**src/rtl/multicycle_ctrl_pkg.sv**
```systemverilog
// Shared encodings for the multicycle CPU control path:
// FSM states, opcodes, ALU ops, mux selects and the control bundle.
package ctrl_pkg;

  typedef enum logic [2:0] {
    ST_FETCH  = 3'd0,
    ST_DECODE = 3'd1,
    ST_EXEC   = 3'd2,
    ST_MEM    = 3'd3,
    ST_WB     = 3'd4,
    ST_HALT   = 3'd5
  } state_e;

  localparam logic [3:0] OP_JMP  = 4'b1000;
  localparam logic [3:0] OP_LI   = 4'b1001;
  localparam logic [3:0] OP_LW   = 4'b1010;
  localparam logic [3:0] OP_LWI  = 4'b1011;
  localparam logic [3:0] OP_SWI  = 4'b1100;
  localparam logic [3:0] OP_SW   = 4'b1101;
  localparam logic [3:0] OP_BEQ  = 4'b1110;
  localparam logic [3:0] OP_HALT = 4'b1111;

  localparam logic [3:0] ALU_ADD = 4'b0010;
  localparam logic [3:0] ALU_SUB = 4'b0011;
  localparam logic [3:0] ALU_LI  = 4'b1001;
  localparam logic [3:0] ALU_LWI = 4'b1011;
  localparam logic [3:0] ALU_SWI = 4'b1100;

  localparam logic       SRC_A_REG = 1'b0;
  localparam logic       SRC_A_PC  = 1'b1;

  localparam logic [1:0] SRC_B_REG = 2'b00;
  localparam logic [1:0] SRC_B_ONE = 2'b01;
  localparam logic [1:0] SRC_B_IMM = 2'b10;

  localparam logic [1:0] PC_SRC_ALU    = 2'b00;
  localparam logic [1:0] PC_SRC_ALUOUT = 2'b01;
  localparam logic [1:0] PC_SRC_JUMP   = 2'b10;

  localparam logic       ADDR_PC     = 1'b0;
  localparam logic       ADDR_ALUOUT = 1'b1;

  typedef struct packed {
    logic [3:0] op_code;
    logic       alu_src_a;
    logic [1:0] alu_src_b;
    logic       pc_write;
    logic [1:0] pc_src;
    logic       ir_write;
    logic       i_or_d;
    logic       mem_read;
    logic       mem_write;
    logic       mdr_write;
    logic       alu_out_write;
    logic       reg_write;
    logic       mem_to_reg;
    logic       halted;
  } ctrl_t;

  function automatic logic is_rtype(input logic [3:0] op);
    return ~op[3];
  endfunction

  function automatic logic is_load(input logic [3:0] op);
    return (op == OP_LW) || (op == OP_LWI);
  endfunction

  function automatic logic is_store(input logic [3:0] op);
    return (op == OP_SW) || (op == OP_SWI);
  endfunction

endpackage

```
**src/rtl/multicycle_ctrl_if.sv**
```systemverilog
// Control-path bundle between the sequencer and the datapath.
// master = controller (drives strobes), slave = datapath/memory side.
interface multicycle_ctrl_if;
  logic [3:0] instr_op;
  logic       zero;
  logic       mem_ready;
  logic [3:0] op_code;
  logic       alu_src_a;
  logic [1:0] alu_src_b;
  logic       pc_write;
  logic [1:0] pc_src;
  logic       ir_write;
  logic       i_or_d;
  logic       mem_read;
  logic       mem_write;
  logic       mdr_write;
  logic       alu_out_write;
  logic       reg_write;
  logic       mem_to_reg;
  logic       halted;
  logic       mem_timeout;
  logic [2:0] state;

  modport master (
    input  instr_op, zero, mem_ready,
    output op_code, alu_src_a, alu_src_b,
    output pc_write, pc_src, ir_write, i_or_d,
    output mem_read, mem_write, mdr_write,
    output alu_out_write, reg_write, mem_to_reg,
    output halted, mem_timeout, state
  );

  modport slave (
    output instr_op, zero, mem_ready,
    input  op_code, alu_src_a, alu_src_b,
    input  pc_write, pc_src, ir_write, i_or_d,
    input  mem_read, mem_write, mdr_write,
    input  alu_out_write, reg_write, mem_to_reg,
    input  halted, mem_timeout, state
  );
endinterface

```
**src/rtl/multicycle_ctrl_decode.sv**
```systemverilog
// Combinational next-state and control-strobe decode.
// In: state, instr_op, zero, mem_ready. Out: ctl bundle, nxt state.
import ctrl_pkg::*;

module ctrl_decode (
  input  state_e     state,
  input  logic [3:0] instr_op,
  input  logic       zero,
  input  logic       mem_ready,
  output ctrl_t      ctl,
  output state_e     nxt
);

  logic rtype;
  logic ld;
  logic st;

  assign rtype = is_rtype(instr_op);
  assign ld    = is_load(instr_op);
  assign st    = is_store(instr_op);

  always_comb begin
    nxt = ST_FETCH;
    case (state)
      ST_FETCH:
        nxt = mem_ready ? ST_DECODE : ST_FETCH;
      ST_DECODE:
        unique case (1'b1)
          instr_op == OP_JMP:  nxt = ST_FETCH;
          instr_op == OP_HALT: nxt = ST_HALT;
          default:             nxt = ST_EXEC;
        endcase
      ST_EXEC:
        unique case (1'b1)
          rtype,
          instr_op == OP_LI: nxt = ST_WB;
          ld, st:            nxt = ST_MEM;
          default:           nxt = ST_FETCH;
        endcase
      ST_MEM:
        if (!mem_ready)
          nxt = ST_MEM;
        else
          nxt = ld ? ST_WB : ST_FETCH;
      ST_WB:
        nxt = ST_FETCH;
      ST_HALT:
        nxt = ST_HALT;
      default:
        nxt = ST_FETCH;
    endcase
  end

  always_comb begin
    ctl = '0;
    case (state)
      ST_FETCH: begin
        ctl.mem_read = 1'b1;
        ctl.i_or_d   = ADDR_PC;
        if (mem_ready) begin
          ctl.ir_write  = 1'b1;
          ctl.pc_write  = 1'b1;
          ctl.pc_src    = PC_SRC_ALU;
          ctl.alu_src_a = SRC_A_PC;
          ctl.alu_src_b = SRC_B_ONE;
          ctl.op_code   = ALU_ADD;
        end
      end
      ST_DECODE: begin
        // speculative branch target PC + imm
        ctl.alu_src_a     = SRC_A_PC;
        ctl.alu_src_b     = SRC_B_IMM;
        ctl.op_code       = ALU_ADD;
        ctl.alu_out_write = 1'b1;
        if (instr_op == OP_JMP) begin
          ctl.pc_write = 1'b1;
          ctl.pc_src   = PC_SRC_JUMP;
        end
      end
      ST_EXEC:
        unique case (1'b1)
          rtype: begin
            ctl.op_code       = instr_op;
            ctl.alu_src_b     = SRC_B_REG;
            ctl.alu_out_write = 1'b1;
          end
          instr_op == OP_LI: begin
            ctl.op_code       = ALU_LI;
            ctl.alu_src_b     = SRC_B_IMM;
            ctl.alu_out_write = 1'b1;
          end
          instr_op == OP_LW,
          instr_op == OP_SW: begin
            ctl.op_code       = ALU_ADD;
            ctl.alu_src_a     = SRC_A_REG;
            ctl.alu_src_b     = SRC_B_IMM;
            ctl.alu_out_write = 1'b1;
          end
          instr_op == OP_LWI: begin
            ctl.op_code       = ALU_LWI;
            ctl.alu_src_b     = SRC_B_IMM;
            ctl.alu_out_write = 1'b1;
          end
          instr_op == OP_SWI: begin
            ctl.op_code       = ALU_SWI;
            ctl.alu_src_b     = SRC_B_IMM;
            ctl.alu_out_write = 1'b1;
          end
          instr_op == OP_BEQ: begin
            // ALUOut still holds the DECODE target
            ctl.op_code   = ALU_SUB;
            ctl.alu_src_a = SRC_A_REG;
            ctl.alu_src_b = SRC_B_REG;
            ctl.pc_write  = zero;
            ctl.pc_src    = PC_SRC_ALUOUT;
          end
          default: ;
        endcase
      ST_MEM: begin
        ctl.i_or_d    = ADDR_ALUOUT;
        ctl.mem_read  = ld;
        ctl.mem_write = st;
        ctl.mdr_write = ld & mem_ready;
      end
      ST_WB: begin
        ctl.reg_write  = 1'b1;
        ctl.mem_to_reg = ld;
      end
      ST_HALT:
        ctl.halted = 1'b1;
      default: ;
    endcase
  end

endmodule

```
**src/rtl/multicycle_ctrl.sv**
```systemverilog
// Multicycle CPU sequencer: state register, memory wait watchdog
// and sticky timeout flag; strobes come from ctrl_decode.
import ctrl_pkg::*;

module multicycle_ctrl #(
  parameter int unsigned WAIT_LIMIT = 0
) (
  input logic             clk,
  input logic             rst,
  multicycle_ctrl_if.master bus
);

  localparam int unsigned CW =
    (WAIT_LIMIT > 0) ? $clog2(WAIT_LIMIT + 1) : 1;

  state_e          state_q;
  state_e          dec_nxt;
  state_e          nxt;
  logic [CW-1:0]   wait_q;
  logic            timeout_q;
  logic            waiting;
  logic            wait_hit;
  ctrl_t           ctl;
  ctrl_t           out;

  ctrl_decode u_dec (
    .state     (state_q),
    .instr_op  (bus.instr_op),
    .zero      (bus.zero),
    .mem_ready (bus.mem_ready),
    .ctl       (ctl),
    .nxt       (dec_nxt)
  );

  assign waiting = ((state_q == ST_FETCH) ||
                    (state_q == ST_MEM)) &&
                   !bus.mem_ready;

  // wait_q counts earlier stalled cycles, so this fires on
  // the WAIT_LIMIT-th cycle without mem_ready
  assign wait_hit = (WAIT_LIMIT != 0) && waiting &&
                    (32'(wait_q) + 32'd1 == WAIT_LIMIT);

  assign nxt = wait_hit ? ST_HALT : dec_nxt;

  always_ff @(posedge clk) begin
    if (rst) begin
      state_q   <= ST_FETCH;
      wait_q    <= '0;
      timeout_q <= 1'b0;
    end else begin
      state_q <= nxt;
      if (wait_hit)
        timeout_q <= 1'b1;
      if (waiting && (nxt == state_q))
        wait_q <= wait_q + 1'b1;
      else
        wait_q <= '0;
    end
  end

  assign out = rst ? '0 : ctl;

  assign bus.op_code       = out.op_code;
  assign bus.alu_src_a     = out.alu_src_a;
  assign bus.alu_src_b     = out.alu_src_b;
  assign bus.pc_write      = out.pc_write;
  assign bus.pc_src        = out.pc_src;
  assign bus.ir_write      = out.ir_write;
  assign bus.i_or_d        = out.i_or_d;
  assign bus.mem_read      = out.mem_read;
  assign bus.mem_write     = out.mem_write;
  assign bus.mdr_write     = out.mdr_write;
  assign bus.alu_out_write = out.alu_out_write;
  assign bus.reg_write     = out.reg_write;
  assign bus.mem_to_reg    = out.mem_to_reg;
  assign bus.halted        = out.halted;
  assign bus.mem_timeout   = timeout_q & ~rst;
  assign bus.state         = rst ? 3'd0 : state_q;

endmodule

```
**src/flat_wrapper.sv**
```systemverilog
// flat-port wrapper written by rule: the top's interface ports become plain ports
module multicycle_ctrl_flat 
#(
  parameter int unsigned WAIT_LIMIT = 0
)
  (clk, rst, bus_instr_op, bus_zero, bus_mem_ready, bus_op_code, bus_alu_src_a, bus_alu_src_b, bus_pc_write, bus_pc_src, bus_ir_write, bus_i_or_d, bus_mem_read, bus_mem_write, bus_mdr_write, bus_alu_out_write, bus_reg_write, bus_mem_to_reg, bus_halted, bus_mem_timeout, bus_state);
  multicycle_ctrl_if bus_i ();
  input logic clk;
  input logic rst;
  input wire logic [$bits(bus_i.instr_op)-1:0] bus_instr_op;
  input wire logic [$bits(bus_i.zero)-1:0] bus_zero;
  input wire logic [$bits(bus_i.mem_ready)-1:0] bus_mem_ready;
  output wire logic [$bits(bus_i.op_code)-1:0] bus_op_code;
  output wire logic [$bits(bus_i.alu_src_a)-1:0] bus_alu_src_a;
  output wire logic [$bits(bus_i.alu_src_b)-1:0] bus_alu_src_b;
  output wire logic [$bits(bus_i.pc_write)-1:0] bus_pc_write;
  output wire logic [$bits(bus_i.pc_src)-1:0] bus_pc_src;
  output wire logic [$bits(bus_i.ir_write)-1:0] bus_ir_write;
  output wire logic [$bits(bus_i.i_or_d)-1:0] bus_i_or_d;
  output wire logic [$bits(bus_i.mem_read)-1:0] bus_mem_read;
  output wire logic [$bits(bus_i.mem_write)-1:0] bus_mem_write;
  output wire logic [$bits(bus_i.mdr_write)-1:0] bus_mdr_write;
  output wire logic [$bits(bus_i.alu_out_write)-1:0] bus_alu_out_write;
  output wire logic [$bits(bus_i.reg_write)-1:0] bus_reg_write;
  output wire logic [$bits(bus_i.mem_to_reg)-1:0] bus_mem_to_reg;
  output wire logic [$bits(bus_i.halted)-1:0] bus_halted;
  output wire logic [$bits(bus_i.mem_timeout)-1:0] bus_mem_timeout;
  output wire logic [$bits(bus_i.state)-1:0] bus_state;
  assign bus_i.instr_op = bus_instr_op;
  assign bus_i.zero = bus_zero;
  assign bus_i.mem_ready = bus_mem_ready;
  assign bus_op_code = bus_i.op_code;
  assign bus_alu_src_a = bus_i.alu_src_a;
  assign bus_alu_src_b = bus_i.alu_src_b;
  assign bus_pc_write = bus_i.pc_write;
  assign bus_pc_src = bus_i.pc_src;
  assign bus_ir_write = bus_i.ir_write;
  assign bus_i_or_d = bus_i.i_or_d;
  assign bus_mem_read = bus_i.mem_read;
  assign bus_mem_write = bus_i.mem_write;
  assign bus_mdr_write = bus_i.mdr_write;
  assign bus_alu_out_write = bus_i.alu_out_write;
  assign bus_reg_write = bus_i.reg_write;
  assign bus_mem_to_reg = bus_i.mem_to_reg;
  assign bus_halted = bus_i.halted;
  assign bus_mem_timeout = bus_i.mem_timeout;
  assign bus_state = bus_i.state;
  multicycle_ctrl #(.WAIT_LIMIT(WAIT_LIMIT)) u_core (.clk(clk), .rst(rst), .bus(bus_i));
endmodule
```
**config.mk**
```make
export PLATFORM = sky130hd
export DESIGN_NAME = multicycle_ctrl_flat
export DESIGN_NICKNAME = d
export VERILOG_FILES = /design/src/rtl/multicycle_ctrl_pkg.sv /design/src/rtl/multicycle_ctrl_if.sv /design/src/rtl/multicycle_ctrl_decode.sv /design/src/rtl/multicycle_ctrl.sv /design/src/flat_wrapper.sv
export SDC_FILE = /design/constraint.sdc
export NUM_CORES = 1
export LEC_CHECK = 0
export ABC_AREA = 1
export BUFFER_PORTS_ARGS = -buffer_cell sky130_fd_sc_hd__buf_2
export CAP_MARGIN = 15
export CORE_AREA = 2 2 46 48
export CTS_CLUSTER_SIZE = 20
export DETAILED_ROUTE_END_ITERATION = 16
export DIE_AREA = 0 0 48 50
export GPL_TIMING_DRIVEN = 1
export PLACE_DENSITY_LB_ADDON = 0.08
export SLEW_MARGIN = 20
export SYNTH_ARGS = -nofsm -noshare
export SYNTH_HDL_FRONTEND = slang
export SYNTH_SLANG_ARGS = --single-unit
```
**constraint.sdc**
```tcl
create_clock -name clk -period 2 [get_ports clk]
set_clock_uncertainty 0.15 [all_clocks]
set_input_delay 0.4 -clock clk [delete_from_list [all_inputs] [get_ports clk]]
set_output_delay 0.4 -clock clk [all_outputs]
set_load 0.02 [all_outputs]
```
==> results of run 1 <==
[path summary, 6_finish.rpt]
kind	slack [ps]	to	cells after the start
hold reg to reg	550	u_core.state_q[2]	6
setup / recovery	70	bus_op_code[0]	4
setup reg to reg	680	u_core.state_q[0]	7
hold / removal	440	u_core.state_q[1]	3
[routing by layer]
layer	GRT usage, %	vias to the layer above	wire length [µm]	share of wire [%]
met1	20.7	338	766	46
met5	0	-	0	0
li1	-	409	-	-
met3	2.20	0	39	2.3
met4	6.76	0	0	0
met2	25.3	13	869	52
[critical path: stages, from the launching register on]
cell and delay (ps):
dfxtp_4 350, nor3_4 270, nand4_1 210, a21oi_2 170, buf_4 160
[cells by family (layout without fill, tap and decap cells)]
logic type,after synthesis,count (layout),share of synthesized area [%]
simple gates,72,72,59.7
flops,3,3,11.0
buf+inv,22,58,16.5
other cells,1,1,0.686
compound gates,9,9,12.1
[stage by stage]
step / setup TNS [ps] / utilization, % / hold slack (ps) / area, µm²
finish: 0 / 43.2 / 442 / 822
CTS: 0 / 39.9 / 439 / 759
global placement: 0 / 38.0 / 554 / 722
detailed placement: 0 / 38.0 / 549 / 722
floorplan: 0 / - / 449 / 547
global route: -126 / 43.2 / 456 / 822
[area by class of cell]
type	instances	area, µm²
fillers	246	1080
multi-input cells	82	400
repair buffers	35	221
inverters	19	73.8
flip-flops and latches	3	66.3
well taps	27	33.8
clock buffers	4	26.3
[timing repair]
action / 4_1_cts / 5_1_grt
pin swaps: 2 / 5
cloned: 0 / 0
setup endpoints to repair: 5 / 10
gates resized for setup: 2 / 12
hold buffers: 0 / 0
setup buffers: 1 / 3
[synthesized netlist by cell type]
library cell   n
a21oi_1        1
o21ai_1        1
buf_4          2
inv_1         13
a211oi_2       1
nand3_1        5
clkbuf_1       1
conb_1         1
o22ai_1        1
nor3_4         1
and2_1         1
nor3_1         4
o21ai_0        1
nand2_2        3
o21a_1         2
dfxtp_1        3
clkinv_1       2
o32ai_1        1
nand4_1        3
nor4_1         1
nand2_1       28
nand3_2        2
o21ai_2        1
nor2_1        24
inv_2          4
[report_power, final]
| part | leakage (nW) | total [mW] | switching, mW | internal [mW] |
|---|---|---|---|---|
| combinational | 0.441 | 0.163 | 0.103 | 0.0600 |
| sequential | 0.0261 | 0.0704 | 0.00629 | 0.0641 |
| clock | 0.0150 | 0.106 | 0.0310 | 0.0747 |
==> impl_metrics.yaml, run 1 <==
yosys:
  synthesis.nets: 115
  synth_area_um2: 547
  yosysWarnings: 0
  synth_seq_area_share_pct: 11.0
  synth_largest_area_cell: "nand2_1"
  synth_area_leaders: "nand2_1 (19%), nor2_1 (16%), dfxtp_1 (11%)"
  syn_avg_cell_area_um2: 5.11
  synth-seq-cells: 3
  synth_cell_types: 25
  synth.top_cell.area_share_pct: 19.2
  synthCells: 107
job:
  max_cap_violations: 0
floorplanning:
  start_util_pct: 28.7
  die_w_um: 48
  core_um2: 1900
  die_area_um2: 2400
  rows: 16
  ioPinCount: 31
  die_y_um: 50
status:
  status: "finished clean"
power_and_ir_drop:
  vdd_drop_max_uv: 254
  power_uw: 340
  p_leak_nw: 0.482
  p_per_area_nw_per_um2: 413
sta:
  final-hold-violation-count: 0
  max_freq_mhz: 518
  finalCriticalPeriod_ps: 1930
  drv_slew: 0
  rsz0062_at_grt: "true"
  setup_violations: 0
  timing.final.crit_share_pct: 96.6
  worst_slack_ps: 67.8
route:
  postRouteAntennaNets: 0
  drt_iter0_markers: 4
  wl_per_cell_um: 9.85
  wirelength_um: 1680
  dr.pass1.iters: 5
  remaining_drc_errors: 0
  routed_via_density: 4.47
  via_count: 760
worst_setup_path:
  end_kind: "primary output"
  cp_data_arrival_time_ps: 1380
  r2r_start: "u_core.state_q[2]"
  cp_max_fo: 4
  crit_required_ps: 1450
  path_class: "flop to primary output"
  start_kind: "flop"
  startpoint: "u_core.state_q[2]"
layout:
  syn_to_final_growth_pct: 50.3
  reg_top3: "u_core.state_q: 3 flops"
  largest_register_ffs: 3
  diodes: 0
  mostFrequentLayoutCell: "nand2_1"
  final_cells: 170
  layout_common_cells: "nand2_1 (28), nor2_1 (24), buf_2 (23)"
  largest-register: "u_core.state_q"
  final_nets: 152
  layout-drive-gt1-share_pct: 37.8
placed_design:
  gp_congestion: 0.762
  detailedPlace.worstSlack_ps: 137
  dpl.hpwl_um: 1330
  numPortBuffers: 29
  place_inst: 162
grt:
  antenna_found_initial: 0
  grt_overflow: 0
  grt_pass1_wl_um: 2820
  gr-usage-all-layers_pct: 16.0
  grt_max_degree: 10
  grt_pass1_vias: 709
clock_tree:
  cts_buffers: 3
  clock_latency_ps: 230
  cts.htree.levels: 1
  path_clk_slew_ps: 40
  cts_max_path_buffers: 2
  numClockSinks: 3
  root_buffer: "clkbuf_4"
  cts_tree: "built"
hold_path:
  hold_start: "rst"
  min_path_type: "input port to flop"
Note: power is estimated with default switching activity, not from simulation.
==> inputs of run 2 (changes only) <==
Settings changed: CORE_AREA 2 2 46 48 to 2 2 51 53, DIE_AREA 0 0 48 50 to 0 0 53 55, SKIP_CTS_REPAIR_TIMING set to 1, SYNTH_HIERARCHICAL set to 1.
==> run 2 against run 1 <==
  * Combinational power grew 11%
  * Power grew 4.9%
  * Area after synthesis is 22% higher
  * Register-to-register slack improved by 90 ps
  * Highest routed layer unchanged
==> impl_metrics.yaml, run 2 <==
power_and_ir_drop:
  power.switching_uw: 155
  p_int_uw: 201
  pwr-share-seq_pct: 20.1
  p_clk_share_pct: 29.0
  p_leak_nw: 0.531
  p_per_area_nw_per_um2: 387
  vdd_drop_max_uv: 224
  swShare_pct: 43.5
  pwr-share-comb_pct: 50.9
worst_setup_path:
  cp_max_fo: 6
  path_class: "flop to primary output"
  start_kind: "flop"
  end_kind: "primary output"
  r2r_start: "u_core/state_q[2]"
  cp_data_arrival_time_ps: 1380
  crit_required_ps: 1450
  startpoint: "u_core/state_q[1]"
sta:
  setup_violations: 0
  timing.final.crit_share_pct: 96.4
  final-hold-violation-count: 0
  rsz0062_at_grt: "true"
  hold_ws_ps: 432
  finalCriticalPeriod_ps: 1930
  max_freq_mhz: 519
  drv_slew: 0
yosys:
  async_flop_share_pct: 0
  synth.cells.most_frequent: "inv_1 (37), nor2_1 (37), nand2_1 (17)"
  synth.top_cell.area_share_pct: 20.7
  synth_seq_area_share_pct: 8.97
  synth_area_leaders: "inv_1 (21%), nor2_1 (21%), nand2_1 (9.5%)"
  synth_flop_cell: "dfxtp_1"
  synth_edf_count: 0
  synthCells: 136
  synth_area_um2: 669
  synth_largest_area_cell: "inv_1"
  synth-seq-cells: 3
  synth_cell_types: 24
  syn_avg_cell_area_um2: 4.92
  synthesis.nets: 144
  yosysWarnings: 6
placed_design:
  gp_congestion: 0.791
  placed_cell_area_um2: 806
  numPortBuffers: 29
  dpl.hpwl_um: 1380
job:
  max_cap_violations: 0
clock_tree:
  cts_max_path_buffers: 2
  clock_latency_ps: 230
  numClockSinks: 3
  cts_tree: "built"
  cts_buffers: 3
  cts.htree.levels: 1
  path_clk_slew_ps: 40
  root_buffer: "clkbuf_4"
layout:
  design_area_um2: 921
  largest_register_ffs: 3
  layout_common_cells: "inv_1 (35), nor2_1 (35), buf_2 (24)"
  diodes: 0
  fillers: 289
  seqCellArea_um2: 71.3
  reg_top3: "u_core/state_q: 3 flops"
  largest-register: "u_core/state_q"
  layout-drive-gt1-share_pct: 36.5
  syn_to_final_growth_pct: 37.6
  multiInputGateArea_um2: 444
  final_nets: 176
grt:
  grt_pass1_vias: 641
  grt_pass1_wl_um: 2820
  antenna_found_initial: 0
  grt_max_degree: 26
  grt_overflow: 0
  gr-usage-all-layers_pct: 12.7
route:
  wl_per_cell_um: 9.25
  routed_via_density: 4.20
  drt_iter0_markers: 14
  postRouteAntennaNets: 0
  wirelength_um: 1820
  remaining_drc_errors: 0
  dr.pass1.iters: 4
  via_count: 827
hold_path:
  min_path_type: "input port to flop"
  hold_start: "rst"
floorplanning:
  ioPinCount: 31
  die_area_um2: 2920
  die_y_um: 55
  start_util_pct: 28.3
  die_w_um: 53
  rows: 18
  core_um2: 2360
status:
  status: "finished clean"
==> run 2: area by class of cell <==
type / instances / share of cell area (%)
clock buffers: 4 / 2.85
inverters: 41 / 17.5
multi-input cells: 87 / 48.2
flip-flops and latches: 3 / 7.74
well taps: 30 / 4.08
repair buffers: 32 / 19.6
==> run 2: critical path: stages, from the launching register on <==
cell and delay (ps):
dfxtp_4 370, inv_2 70, nand2_2 80, nor2_4 150
nand3_2 70, inv_1 70, nor2_1 40, nand2_1 50
inv_1 30, nor2_1 70, buf_4 150
==> run 2: path summary, 6_finish.rpt <==
check / end / slack, ps / cells past startpoint
max: bus_pc_write / 70 / 10
min reg2reg: u_core/state_q[1] / 520 / 5
max reg2reg: u_core/state_q[2] / 770 / 7
min: u_core/state_q[0] / 430 / 2
==> run 2: stage by stage <==
| step | setup TNS, ps | instances | power, mW | utilization [%] | setup slack, ps |
|---|---|---|---|---|---|
| final | 0 | 197 | 0.356 | 38.9 | 72.6 |
| after global routing | -203 | 197 | 0.392 | 38.9 | -70.1 |
| after CTS | -137 | 194 | 0.340 | 35.2 | -80.0 |
| after detailed placement | 0 | 190 | 0.230 | 34.1 | 58.5 |
| after global placement | 0 | 190 | 0.230 | 34.1 | 47.1 |
| after floorplan | 0 | 136 | 0.192 | - | 195 |
==> run 2: cells by family after synthesis <==
family / synth area share [%]
AOI/OAI and AO/OA: 8.04
buffers and inverters: 29.9
DFF: 8.97
other: 0.560
and+or+nand+nor: 52.5
==> run 2: power groups by stage <==
stage | logic [mW] | clock network, mW | registers, mW
after floorplan | 0.122 | 0 | 0.0699
after global placement | 0.158 | 0 | 0.0718
after detailed placement | 0.159 | 0 | 0.0718
after CTS | 0.159 | 0.109 | 0.0709
after global routing | 0.204 | 0.114 | 0.0729
final | 0.181 | 0.103 | 0.0716
==> run 2: metal layers <==
metal	up-vias	track usage [%]	wire length, µm
met5	-	0	0
met4	0	1.28	0
met3	0	1.61	94
met2	26	21.9	828
met1	346	17.4	899
li1	455	-	-
==> inputs of run 3 (changes only) <==
Settings changed: BUFFER_PORTS_ARGS -buffer_cell sky130_fd_sc_hd__buf_2 to -buffer_cell sky130_fd_sc_hd__buf_4.
==> run 3 against run 2 <==
  * Sequential power grew 3.2%
  * Fmax is 0.41% higher
  * First-iteration DRC count down 36%
  * Final cell count rose by 0.51%
  * Worst hold slack worse by 70 ps
  * Critical endpoint is now bus_op_code[1]
  * Largest power group unchanged
  * Clock power rose by 6%
  * Non-clock buffer count grew 1
  * Count of clock-buffer cells in the layout stayed put
  * Register-to-register slack got worse by 120 ps
  * Utilization grew 3.6 points
  * Wire length grew 0.33%
  * Final area increased by 9.2%
==> impl_metrics.yaml, run 3 (synthesized netlist as in run 2, its figures left out) <==
clock_tree:
  numClockSinks: 3
  cts_max_path_buffers: 2
  path_clk_slew_ps: 40
  clock_latency_ps: 230
  root_buffer: "clkbuf_4"
  cts_buffers: 3
  cts.htree.levels: 1
  cts_tree: "built"
placed_design:
  numPortBuffers: 29
  placed_cell_area_um2: 878
  dpl.hpwl_um: 1380
  place_inst: 190
  gp_congestion: 0.827
layout:
  layout_common_cells: "nor2_1 (35), inv_1 (34), buf_4 (33)"
  final_cells: 198
  mostFrequentLayoutCell: "nor2_1"
  design_area_um2: 1010
  largest-register: "u_core/state_q"
  reg_top3: "u_core/state_q: 3 flops"
  layout-drive-gt1-share_pct: 39.3
  syn_to_final_growth_pct: 50.3
  final_nets: 177
  largest_register_ffs: 3
  finish.utilization_pct: 42.5
  diodes: 0
grt:
  grt_util_met3_pct: 0
  gr-usage-all-layers_pct: 12.9
  grt_overflow: 0
  top_usage_layer: "met2"
  grt_pass1_vias: 707
  grt_max_degree: 26
  antenna_found_initial: 0
  grt_pass1_wl_um: 2880
  grtUsageMet1_pct: 17.4
  grt_use_met2_pct: 23.5
sta:
  timing.final.crit_share_pct: 96.0
  final-hold-violation-count: 0
  tns_ps: 0
  finalCriticalPeriod_ps: 1920
  rsz0062_at_grt: "true"
  setup_violations: 0
  max_freq_mhz: 521
  drv_slew: 0
worst_setup_path:
  crit_required_ps: 1450
  r2r_setup_slack_ps: 650
  start_kind: "flop"
  cp_max_fo: 6
  end_kind: "primary output"
  path_class: "flop to primary output"
  r2r_start: "u_core/state_q[2]"
  cp_data_arrival_time_ps: 1370
  r2r-end: "u_core/state_q[0]"
  ff2ff_path_depth: 8
floorplanning:
  rows: 18
  start_util_pct: 28.3
  die_y_um: 55
  core_um2: 2360
  ioPinCount: 31
  die_w_um: 53
  die_area_um2: 2920
route:
  postRouteAntennaNets: 0
  via_count: 822
  routed_via_density: 4.15
  wl_per_cell_um: 9.23
  dr.pass1.iters: 4
  drt_iter0_markers: 9
  wirelength_um: 1830
  remaining_drc_errors: 0
power_and_ir_drop:
  power_uw: 378
  vdd_drop_max_uv: 248
  p_leak_nw: 0.543
  p_per_area_nw_per_um2: 376
hold_path:
  holdPathStages: 2
  worst_hold_path.endpoint: "u_core/state_q[1]"
  hold_start: "rst"
  min_path_type: "input port to flop"
status:
  status: "finished clean"
job:
  max_cap_violations: 0
-- run 3: changes by cell type in the layout (fill, tap and decap cells not counted), sizes merged --
cell | previous run | this run
buf | 32 | 33
-- run 3: report_power, final --
group | internal [mW] | switching [mW] | total [mW] | leakage [nW]
Combinational | 0.0754 | 0.120 | 0.195 | 0.502
Clock | 0.0750 | 0.0340 | 0.109 | 0.0150
Sequential | 0.0640 | 0.00987 | 0.0739 | 0.0264
-- run 3: layout make-up --
class | instances | area, µm²
inverter | 41 | 164
clock buffer | 4 | 26.3
timing repair buffer | 33 | 248
multi-input combinational | 87 | 462
fill | 308 | 1360
tap | 30 | 37.5
sequential | 3 | 68.8
-- run 3: worst max-delay path by stage --
stage / startpoint / end / slack [ps] / cells past startpoint
after global routing: u_core/state_q[1] / bus_op_code[1] / -20 / 9
after CTS: u_core/state_q[0] / bus_pc_write / -70 / 9
final: u_core/state_q[1] / bus_op_code[1] / 80 / 9
after detailed placement: bus_instr_op[1] / bus_alu_src_b[1] / 110 / 11
after global placement: bus_instr_op[1] / bus_op_code[3] / 90 / 9
after floorplan: bus_instr_op[0] / bus_pc_write / 200 / 10
-- run 3: worst max-delay path, cell delays in order (launching register included) --
cell and delay, ps:
dfxtp_4 400, inv_4 50, nand2_4 70, nor2_4 50
buf_4 120, nor2_1 130, nand2_1 70, inv_1 50
nor2_1 30, buf_4 160
-- run 3: metrics by stage --
stage	setup WS [ps]	hold WS [ps]
2_1_floorplan	195	434
3_3_place_gp	93.2	564
3_5_place_dp	111	562
4_1_cts	-65.3	359
5_1_grt	-15.6	389
6_report	80.4	362
-- run 3: layer usage --
metal / vias to the layer above / part of all wire [%]
met2: 20 / 46
met1: 342 / 49
met5: - / 0
met3: 0 / 4.7
met4: 0 / 0
li1: 460 / -
